## src/rtl/imm_ext_pipe.sv

```systemverilog
// imm_ext_pipe: registered immediate generator for the decode stage.
// Decodes the immediate format from the opcode and extends it to DATA_WIDTH.
// The result sits in an output register. With SKID=1 a second entry absorbs
// the one instruction that is accepted while the consumer stalls.
module imm_ext_pipe #(
    parameter int DATA_WIDTH = 32,  // 32 or 64
    parameter bit SKID       = 1'b1
) (
    input  logic                  clk,
    input  logic                  rst_n,
    input  logic                  flush,
    input  logic                  in_valid,
    output logic                  in_ready,
    input  logic [31:0]           instr,
    output logic                  out_valid,
    input  logic                  out_ready,
    output logic [DATA_WIDTH-1:0] ImmExt,
    output logic [2:0]            ImmFmt,
    output logic                  imm_illegal
);

    localparam logic [2:0] FMT_I    = 3'b000;
    localparam logic [2:0] FMT_S    = 3'b001;
    localparam logic [2:0] FMT_B    = 3'b010;
    localparam logic [2:0] FMT_U    = 3'b011;
    localparam logic [2:0] FMT_J    = 3'b100;
    localparam logic [2:0] FMT_Z    = 3'b101;
    localparam logic [2:0] FMT_SH   = 3'b110;
    localparam logic [2:0] FMT_NONE = 3'b111;

    localparam logic [6:0] OP_LOAD   = 7'b0000011;
    localparam logic [6:0] OP_JALR   = 7'b1100111;
    localparam logic [6:0] OP_IMM    = 7'b0010011;
    localparam logic [6:0] OP_IMM32  = 7'b0011011;
    localparam logic [6:0] OP_STORE  = 7'b0100011;
    localparam logic [6:0] OP_BRANCH = 7'b1100011;
    localparam logic [6:0] OP_LUI    = 7'b0110111;
    localparam logic [6:0] OP_AUIPC  = 7'b0010111;
    localparam logic [6:0] OP_JAL    = 7'b1101111;
    localparam logic [6:0] OP_REG    = 7'b0110011;
    localparam logic [6:0] OP_FENCE  = 7'b0001111;
    localparam logic [6:0] OP_SYSTEM = 7'b1110011;

    logic [6:0]            opcode;
    logic [2:0]            funct3;
    logic                  sh6;
    logic [DATA_WIDTH-1:0] dec_imm;
    logic [2:0]            dec_fmt;
    logic                  dec_ill;

    // Output register and skid entry; ready_q doubles as "out of reset" for SKID=0.
    logic                  out_valid_q, out_valid_n;
    logic [DATA_WIDTH-1:0] out_imm_q, out_imm_n;
    logic [2:0]            out_fmt_q, out_fmt_n;
    logic                  out_ill_q, out_ill_n;
    logic                  skid_valid_q, skid_valid_n;
    logic [DATA_WIDTH-1:0] skid_imm_q, skid_imm_n;
    logic [2:0]            skid_fmt_q, skid_fmt_n;
    logic                  skid_ill_q, skid_ill_n;
    logic                  ready_q, ready_n;
    logic                  accept;
    logic                  out_free;

    assign opcode = instr[6:0];
    assign funct3 = instr[14:12];
    // Only RV64 OP-IMM shifts carry a 6-bit shamt; the W forms keep 5 bits.
    assign sh6    = (DATA_WIDTH == 64) && (opcode == OP_IMM);

    // Format selection from the opcode (and funct3 where the opcode is shared).
    always_comb begin
        dec_fmt = FMT_NONE;
        dec_ill = 1'b0;
        case (opcode)
            OP_LOAD, OP_JALR: dec_fmt = FMT_I;
            OP_IMM: dec_fmt = (funct3 == 3'b001 || funct3 == 3'b101) ? FMT_SH : FMT_I;
            OP_IMM32: begin
                if (DATA_WIDTH == 64) begin
                    dec_fmt = (funct3 == 3'b001 || funct3 == 3'b101) ? FMT_SH : FMT_I;
                end else begin
                    dec_ill = 1'b1;
                end
            end
            OP_STORE:          dec_fmt = FMT_S;
            OP_BRANCH:         dec_fmt = FMT_B;
            OP_LUI, OP_AUIPC:  dec_fmt = FMT_U;
            OP_JAL:            dec_fmt = FMT_J;
            OP_REG, OP_FENCE:  dec_fmt = FMT_NONE;
            OP_SYSTEM: begin
                if (funct3 == 3'b000) begin
                    dec_fmt = FMT_NONE;
                end else if (funct3[2]) begin
                    dec_fmt = FMT_Z;
                end else begin
                    dec_fmt = FMT_I;
                end
            end
            default: dec_ill = 1'b1;
        endcase
    end

    // Immediate assembly: fill with the sign bit, then overwrite the low field.
    always_comb begin
        dec_imm = {DATA_WIDTH{instr[31]}};
        case (dec_fmt)
            FMT_I: dec_imm[11:0] = instr[31:20];
            FMT_S: dec_imm[11:0] = {instr[31:25], instr[11:7]};
            FMT_B: dec_imm[12:0] = {instr[31], instr[7], instr[30:25], instr[11:8], 1'b0};
            FMT_U: dec_imm[31:0] = {instr[31:12], 12'h000};
            FMT_J: dec_imm[20:0] = {instr[31], instr[19:12], instr[20], instr[30:21], 1'b0};
            FMT_Z: begin
                dec_imm      = '0;
                dec_imm[4:0] = instr[19:15];
            end
            FMT_SH: begin
                dec_imm      = '0;
                dec_imm[4:0] = instr[24:20];
                if (sh6) begin
                    dec_imm[5] = instr[25];
                end
            end
            default: dec_imm = '0;
        endcase
    end

    // SKID=1 exposes the registered "skid empty" flag; SKID=0 the classic pipe ready.
    always_comb begin
        if (SKID) begin
            in_ready = ready_q;
        end else begin
            in_ready = ready_q & (~out_valid_q | out_ready);
        end
    end

    assign accept   = in_valid & in_ready;
    assign out_free = ~out_valid_q | out_ready;

    // Next-state: refill output from skid first (ordering), else from input;
    // an accept during a stall parks in the skid entry. Flush overrides all.
    always_comb begin
        out_valid_n  = out_valid_q;
        out_imm_n    = out_imm_q;
        out_fmt_n    = out_fmt_q;
        out_ill_n    = out_ill_q;
        skid_valid_n = skid_valid_q;
        skid_imm_n   = skid_imm_q;
        skid_fmt_n   = skid_fmt_q;
        skid_ill_n   = skid_ill_q;
        if (flush) begin
            out_valid_n  = 1'b0;
            skid_valid_n = 1'b0;
        end else if (out_free) begin
            if (skid_valid_q) begin
                out_valid_n  = 1'b1;
                out_imm_n    = skid_imm_q;
                out_fmt_n    = skid_fmt_q;
                out_ill_n    = skid_ill_q;
                skid_valid_n = 1'b0;
            end else if (accept) begin
                out_valid_n = 1'b1;
                out_imm_n   = dec_imm;
                out_fmt_n   = dec_fmt;
                out_ill_n   = dec_ill;
            end else begin
                out_valid_n = 1'b0;
            end
        end else if (accept) begin
            skid_valid_n = 1'b1;
            skid_imm_n   = dec_imm;
            skid_fmt_n   = dec_fmt;
            skid_ill_n   = dec_ill;
        end
        ready_n = ~skid_valid_n;
    end

    // State registers with asynchronous clear to the reset output values.
    always_ff @(posedge clk or negedge rst_n) begin
        if (!rst_n) begin
            out_valid_q  <= 1'b0;
            out_imm_q    <= '0;
            out_fmt_q    <= FMT_NONE;
            out_ill_q    <= 1'b0;
            skid_valid_q <= 1'b0;
            skid_imm_q   <= '0;
            skid_fmt_q   <= FMT_NONE;
            skid_ill_q   <= 1'b0;
            ready_q      <= 1'b0;
        end else begin
            out_valid_q  <= out_valid_n;
            out_imm_q    <= out_imm_n;
            out_fmt_q    <= out_fmt_n;
            out_ill_q    <= out_ill_n;
            skid_valid_q <= skid_valid_n;
            skid_imm_q   <= skid_imm_n;
            skid_fmt_q   <= skid_fmt_n;
            skid_ill_q   <= skid_ill_n;
            ready_q      <= ready_n;
        end
    end

    assign out_valid   = out_valid_q;
    assign ImmExt      = out_imm_q;
    assign ImmFmt      = out_fmt_q;
    assign imm_illegal = out_ill_q;

endmodule
```

## config.mk

```make
export PLATFORM = sky130hd
export DESIGN_NAME = imm_ext_pipe
export DESIGN_NICKNAME = d
export VERILOG_FILES = /design/src/rtl/imm_ext_pipe.sv
export SDC_FILE = /design/constraint.sdc
export NUM_CORES = 1
export LEC_CHECK = 0
export CAP_MARGIN = 10
export CORE_ASPECT_RATIO = 0.7
export CORE_MARGIN = 5
export CORE_UTILIZATION = 40
export DETAILED_ROUTE_END_ITERATION = 8
export PLACE_DENSITY = 0.79
export SKIP_CTS_REPAIR_TIMING = 1
export SLEW_MARGIN = 0
export SYNTH_ARGS = -nofsm -noshare
export SYNTH_HDL_FRONTEND = slang
export SYNTH_SLANG_ARGS = --single-unit
```

## constraint.sdc

```tcl
create_clock -name clk -period 2.1 [get_ports clk]
set_clock_uncertainty 0.15 [all_clocks]
set_input_delay 0.315 -clock clk [delete_from_list [all_inputs] [get_ports clk]]
set_output_delay 0.315 -clock clk [all_outputs]
set_load 0.02 [all_outputs]
```

== Yosys cells after proc, flatten, opt, wreduce, memory -nomap -nowiden ==
Index checks and enable logic that the tools add are counted.

* Input port bits: 37
* Output and inout bits: 38
* Word-level logic and storage cells: 69
* Flip-flop bits (word level): 75

* Bitwise logic cells: 6
* Reductions and logical operators: 13
* Equal/unequal tests: 19
* Muxes and demuxes: 22

{| class="wikitable"
|+ Operators by type and width
! operator !! number
|-
| one-hot mux 12 bit (6 select lines) || 1
|-
| two-way mux 32 bit || 2
|-
| == test 7 bit, second input constant || 4
|-
| one-hot mux 8 bit (3 select lines) || 1
|-
| one-hot mux 11 bit (2 select lines) || 1
|-
| == test 7 x 6 -> 1 bit, second input constant || 3
|-
| one-hot mux 3 bit (7 select lines) || 1
|-
| two-way mux 3 bit || 5
|-
| == test 7 x 5 -> 1 bit, second input constant || 2
|-
| == test 3 bit, second input constant || 4
|-
| OR reduction 11 bit || 1
|-
| two-way mux 1 bit || 10
|-
| == test 7 x 2 -> 1 bit, second input constant || 1
|-
| == test 7 x 4 -> 1 bit, second input constant || 1
|-
| == test 3 x 1 -> 1 bit, second input constant || 2
|-
| == test 3 x 2 -> 1 bit, second input constant || 2
|-
| logical NOT 3 bit || 2
|-
| AND reduction 3 bit || 2
|-
| OR reduction 2 bit || 3
|-
| NOT 1 bit || 4
|-
| nonzero test 2 bit || 2
|-
| OR reduction 4 bit || 1
|-
| OR reduction 3 bit || 1
|-
| one-hot mux 1 bit (2 select lines) || 1
|-
| 3 further kinds || 3
|}

== Depth between registers and ports, before layout ==
* Depth after elaboration: 9
* Depth in mapped cells: 10
* Depth with buffers taken out: 6

== Worst setup path after synthesis ==
Ideal clock, no wire load.

* Kind: input-to-reg
* From: in instr[6]
* To: reg out_imm_q[18], in the netlist ImmExt[18]
* Library setup time: 0.120 ns
* Path buffers: 3
* Arrival time: 1.929 ns
* Cell stages on the path: 8
* Path slack: -0.099 ns
* Data required time: 1.830 ns
* Cells stage by stage: buf_2 nor4_1 a21o_1 buf_2 nor4_4 or2_1 buf_2 a31o_2

* Cells in the longest elaborated chain, start to end: 8
* Elaborated cells between the ends (all ways): 21
* Classes of those cells: eq/ne: 13; mux: 4; reduce/logical: 4

{| class="wikitable"
|+ RTL lines
! element !! line !! text
|-
| start: declaration || 14 || <nowiki>input logic [31:0] instr,</nowiki>
|-
| == test 7 x 6 -> 1 bit (tied with other cells) || 73 || <nowiki>case (opcode)</nowiki>
|-
| OR reduction 2 bit || - ||
|-
| one-hot mux 3 bit (7 select lines) (*) || 73 ||
|-
| == test 3 x 2 -> 1 bit (tied with other cells) || 104 || <nowiki>case (dec_fmt)</nowiki>
|-
| OR reduction 3 bit (no source line) || - ||
|-
| one-hot mux 8 bit (3 select lines) (*) || 104 ||
|-
| two-way mux 32 bit (*) || 158 || <nowiki>end else if (accept) begin</nowiki>
|-
| two-way mux 32 bit (*) || 152 || <nowiki>if (skid_valid_q) begin</nowiki>
|-
| end signal: assignment || 189 || <nowiki>out_imm_q <= out_imm_n;</nowiki>
|-
| end: declaration || 53 || <nowiki>logic [DATA_WIDTH-1:0] out_imm_q, out_imm_n;</nowiki>
|}

Every way passes the cells marked *; elsewhere a longest branch is shown, timed or not. The select of a mux whose other input is x is not followed.
A chain may end at the register's enable or synchronous reset.

== Final worst setup path ==
Same ends and word-level chain as after synthesis.

==> out/results.txt <==
Peak VDD IR = 0.000434 V
Initial DRT Pass Iterations = 5
Most instantiated library cell after synthesis = nand2_1
Result of the run = finished clean
CORE AREA = 9650 um^2
Ys async rst share = 100%
Relative slew slack = 73.2%
Die Span Y = 93.0 um
Diode count = 0
Met1 WL = 5740 um
Max Cap Violations = 0
Initial antenna violation count = 0
Crit end category = flip-flop
Ys flop type = dfrtp_1
Critical Path RT = 2.18 ns
#FFs+latches synth = 75
Via count = 3921
Fin. Hold Viols = 0
Routed met2 length = 5460 um
GP Congestion = 0.912
Post-synth EDFFs = 0
# IOs = 75
First-pass GRT wire length = 19900 um
Clk root buf = clkbuf_16
Peak Freq = 497 MHz
# H-tree levels = 3
1st-iter DRT viols = 378
Vias in the first global route = 3864
Dpl ws = -0.698 ns
Synth cell count leaders = nand2_1, dfrtp_1, nand3_1
Post-synthesis sequential area ratio = 47.8%
Initial Util = 40.8%
Synthesized area = 3940 um^2
Dpl hpwl = 8800 um
Tmin final = 2.01 ns
Met3 wire len = 763 um
Max Used Layer = met4
Die span in x = 129 um
Area leader, netlist = dfrtp_1
CTS tree = built
Area grow syn2layout = 44.3%
Syn_nets = 478
Final worst slack = 0.0867 ns
Port bufs = 74
Critical path launch point type = input port
Layout cells sized above 1 = 21.4%
Deepest clock path buffer count = 2
All-Layer GR Usage = 20.9%
Crit Path Category = in -> reg
Top cell type's share of synthesized area = 43.8%
Gr ovfl total = 0
Library cells used by synthesis = 56
HP Class = in -> reg
Synth warnings = 0
CP arrival = 2.09 ns
Die ar. = 12000 um^2
Critical path, cell by cell = clkbuf_2, buf_6, nor4b_4, nand2_2, a21oi_4, nor4_4, or2_1, buf_12, a31o_2
Pleak = 2.53 nW
Crit-path max FO = 8
Pwr Total = 4.04 mW
Worst-Skew Late Latency = 0.35 ns
Drt drc = 0
RSZ-0062 raised after global routing = no
Area contributors post-synth = dfrtp_1, nand2_1, nand3_1, dfstp_2, a22o_1
Final Cycle Share = 95.9%
Wire per inst = 17.5 um
CP max-delay cell = nor4b_4
Largest net degree at the start of global routing = 76
Routed WL = 12200 um
Worst Tran Pin Value = 0.402 ns
Clock sink count = 75
Num CTS Buffers = 9
Clock transition at path regs = 0.06 ns
Antenna viol nets, final = 0
Post-synthesis cell count = 441
Final setup viols = 0
Max incr delay on CP = 0.38 ns
Syn avg cell area = 8.93 um^2
Power density over the cells = 711 nW/um^2
Vias per cell = 5.65
Pins over their slew limit = 0
Std-Cell Rows = 30
Nets = 598
==> through the flow <==
step | TNS (ns) | instance area (um^2) | hold WS [ns] | utilization, % | instances
global placement | -33.31 | 5250 | 0.225 | 54.4 | 671
detailed placement | -35.81 | 5250 | 0.228 | 54.4 | 671
finish | 0 | 5680 | 0.324 | 58.9 | 694
floorplan | -0.0227 | 3960 | -0.131 | - | 441
CTS | -10.98 | 5530 | -0.134 | 57.3 | 687
global route | 0 | 5680 | 0.334 | 58.9 | 694
==> logic make-up (layout without fill, tap and decap cells) <==
family,after synthesis,count (layout),synth area share [%]
buffers and inverters,60,185,6.67
DFF,75,75,47.8
and+or+nand+nor,161,161,19.5
AOI/OAI and AO/OA,143,143,25.4
muxes,2,2,0.572
==> per-layer routing <==
layer	up-vias	GRT usage, %
met3	21	5.19
li1	1816	-
met2	173	31.0
met5	-	0
met1	1911	30.3
met4	0	6.03
==> worst paths after layout <==
check	to	from	slack, ns	cells past startpoint
max	ImmExt[18]	instr[6]	0.09	9
min	skid_imm_q[12]	instr[12]	0.32	4
max reg2reg	ImmExt[13]	in_ready	0.21	7
min reg2reg	skid_fmt_q[2]	skid_fmt_q[2]	0.33	2
max in group asynchronous	ImmFmt[1]	rst_n	1.07	3
min in group asynchronous	imm_illegal	rst_n	0.38	3
==> layout by cell type, fill, tap and decap left out, drive strengths merged, types with 2 or more instances in the layout <==
master	count
dlymetal6s2s	8
dfstp	6
nand3	32
inv	29
or2	2
or3	4
o31ai	5
nand3b	2
a21boi	8
nand2	75
buf	70
o211ai	14
a32o	4
clkbuf	10
a21oi	26
o21ai	27
a22oi	5
and3	2
and2	4
a31o	8
nor4	2
nor3	5
a31oi	16
dfrtp	69
nor2b	2
clkdlybuf4s50	64
mux2	2
nor2	22
clkinv	2
nand2b	4
a22o	18
==> area by class of cell <==
cell class	count	area, um^2
clock buffer	9	225
multi-input combinational	306	1910
timing repair buffer	144	1360
clock inverter	7	56.3
fill	860	3960
inverter	25	93.8
tap	128	160
sequential	75	1880
==> power by group <==
group	switching (mW)	total (mW)	internal (mW)
clock	0.671	1.49	0.817
sequential	0.0854	1.70	1.61
combinational	0.444	0.855	0.411
total	1.20	4.04	2.84
==> critical path: cells and delay by family <==
kind,cells,cell delay (ns)
simple gates,4,0.86
compound gates,2,0.46
buf+inv,3,0.45
==> sequential cells by signal (all words and copies together), names as in the netlist <==
signal,flops
ImmExt,32
skid_ill_q,1
skid_imm_q,32
in_ready,1
ImmFmt,3
imm_illegal,1
skid_valid_q,1
out_valid,1
skid_fmt_q,3
Note: power is estimated with default switching activity, not from simulation.
==> RTL edit (same flow settings) <==
Set the parameter `SKID` to 1'b0 (it was 1'b1).
--- a/src/rtl/imm_ext_pipe.sv
+++ b/src/rtl/imm_ext_pipe.sv
@@ -5,5 +5,5 @@
 module imm_ext_pipe #(
     parameter int DATA_WIDTH = 32,  // 32 or 64
-    parameter bit SKID       = 1'b1
+    parameter bit SKID       = 1'b0
 ) (
     input  logic                  clk,
Function: changed (a bounded check fails within 4 cycles, from zero or initial values and one cycle with rst_n low).
==> RTL edit against the original RTL <==
Worst hold slack got worse by 0.11 ns; routed wire length fell by 24%; worst setup slack worse by 0.011 ns; sequential cell count stayed put; design area shrank 16%; synthesized cell count is 23% lower; power fell by 12%; fmax shrank 0.52%; sequential power is 10% lower; synthesized area shrank 14%; register-to-register slack got worse by 0.13 ns; largest power group unchanged.
==> RTL edit: results (changes against the original RTL) <==
[outcome]
outcome=finished, final reports clean

[placement]
post-place-ws_ns=-0.363  ; +0.335 ns
dp_hpwl_mm=6.43  ; -27%
placed_cell_area_sq_mm=0.00434  ; -17%
place.gp.congestion=0.885  ; -3.0%
dpl.cell_count=499  ; -26%

[hold_path]
min_path_cells=0  ; -4
min_from=skid_fmt_q[0]$_DFFE_PN1P_
hp-class=register to register

[cells_and_area]
fill_cells=697  ; -19%
layout-drive-gt1-share_pct=18.9  ; -2.4 points

[synthesis]
synth_area_leaders=dfrtp_1, clkbuf_1, dfstp_2, nand2_1, and3_1
synthMuxAreaShare_pct=0.296  ; -0.28 points
yosysSeqAreaShare_pct=55.7  ; +7.8 points
synth_cell_types=46  ; -18%
synth.top_cell.area_share_pct=51.0  ; +7.2 points
syn_nets=377  ; -21%

[worst_setup_path]
r2r_slack_ns=0.08  ; -0.13 ns
r2r-start=out_valid$_DFFE_PN0P_
crit_fanout=6  ; -2
cp_top_family=compound AO/OA/AOI/OAI gates
setup.worst_path.end=ImmExt[10]$_DFFE_PN0P_
reg2reg_to=ImmExt[16]$_DFFE_PN0P_
setup.worst_path.start=instr[3]
critPathSlowestCell=clkdlybuf4s50_1

[drt]
via_per_inst=5.39  ; -4.6%
first_pass_iters=4  ; -1
drt_iter0_markers=293  ; -22%

[sta]
fmax_mhz=494  ; -0.52%
max-slew-margin-rel_pct=62.7  ; -10 points

[power]
p_leak_nw=2.23  ; -12%
ir_drop_uv=339  ; -22%
p_total_mw=3.53  ; -12%

[global_routing]
grt_pass1_vias=2856  ; -26%
grt_max_degree=46  ; -39%
grtUsageTotal_pct=18.3  ; -2.6 points
grt_pass1_wl_mm=14.7  ; -26%

[clock_network]
clkLatencyLatePin_ns=0.33  ; -0.02 ns

-- RTL edit: changes by cell type after synthesis, moves of 11 or more --
cell / delta
nand2_1: -36
clkbuf_1: +25
and3_1: +21
a22o_1: -17
inv_1: -17
nand3_1: -17
nand4_1: +13
a221oi_1: +12
a31oi_1: -11
nor2_1: -11
o21ai_0: -11
-- RTL edit: layout make-up --
class                   count  area [sq um]  share of cell area [%]
repair buffers            120          1140                    24.1
well taps                 105           131                    2.77
multi-input cells         198          1260                    26.6
inverters                   8          30.0                   0.632
flip-flops and latches     75          1880                    39.7
clock buffers              12           246                    5.19
clock inverters             4          50.0                    1.05
-- RTL edit: layer usage --
| metal | share of wire, % | wire length, um | up-vias | global-route usage, % |
|---|---|---|---|---|
| met1 | 47 | 4310 | 1363 | 25.7 |
| met4 | 1.3 | 121 | 0 | 6.24 |
| met5 | 0 | 0 | - | 0 |
| met3 | 7.6 | 702 | 15 | 6.36 |
| li1 | - | - | 1338 | - |
| met2 | 44 | 4090 | 98 | 26.4 |
-- RTL edit: worst min path at each step --
stage          slack, ns                         to
2_1_floorplan      -0.13      ImmExt[0]$_DFFE_PN0P_
3_3_place_gp        0.18     ImmExt[13]$_DFFE_PN0P_
3_5_place_dp        0.20     ImmExt[13]$_DFFE_PN0P_
4_1_cts            -0.16     ImmExt[13]$_DFFE_PN0P_
5_1_grt             0.22  skid_fmt_q[2]$_DFFE_PN1P_
6_report            0.22  skid_fmt_q[0]$_DFFE_PN1P_
-- RTL edit: cells by family after synthesis --
logic type / count (synthesis)
and+or+nand+nor: 130
buffers and inverters: 67
AOI/OAI and AO/OA: 67
DFF: 75
muxes: 1
-- RTL edit: where the power goes --
part           switching [mW]  internal (mW)
logic                   0.250          0.243
registers              0.0279           1.50
clock network           0.566          0.950
total                   0.843           2.69
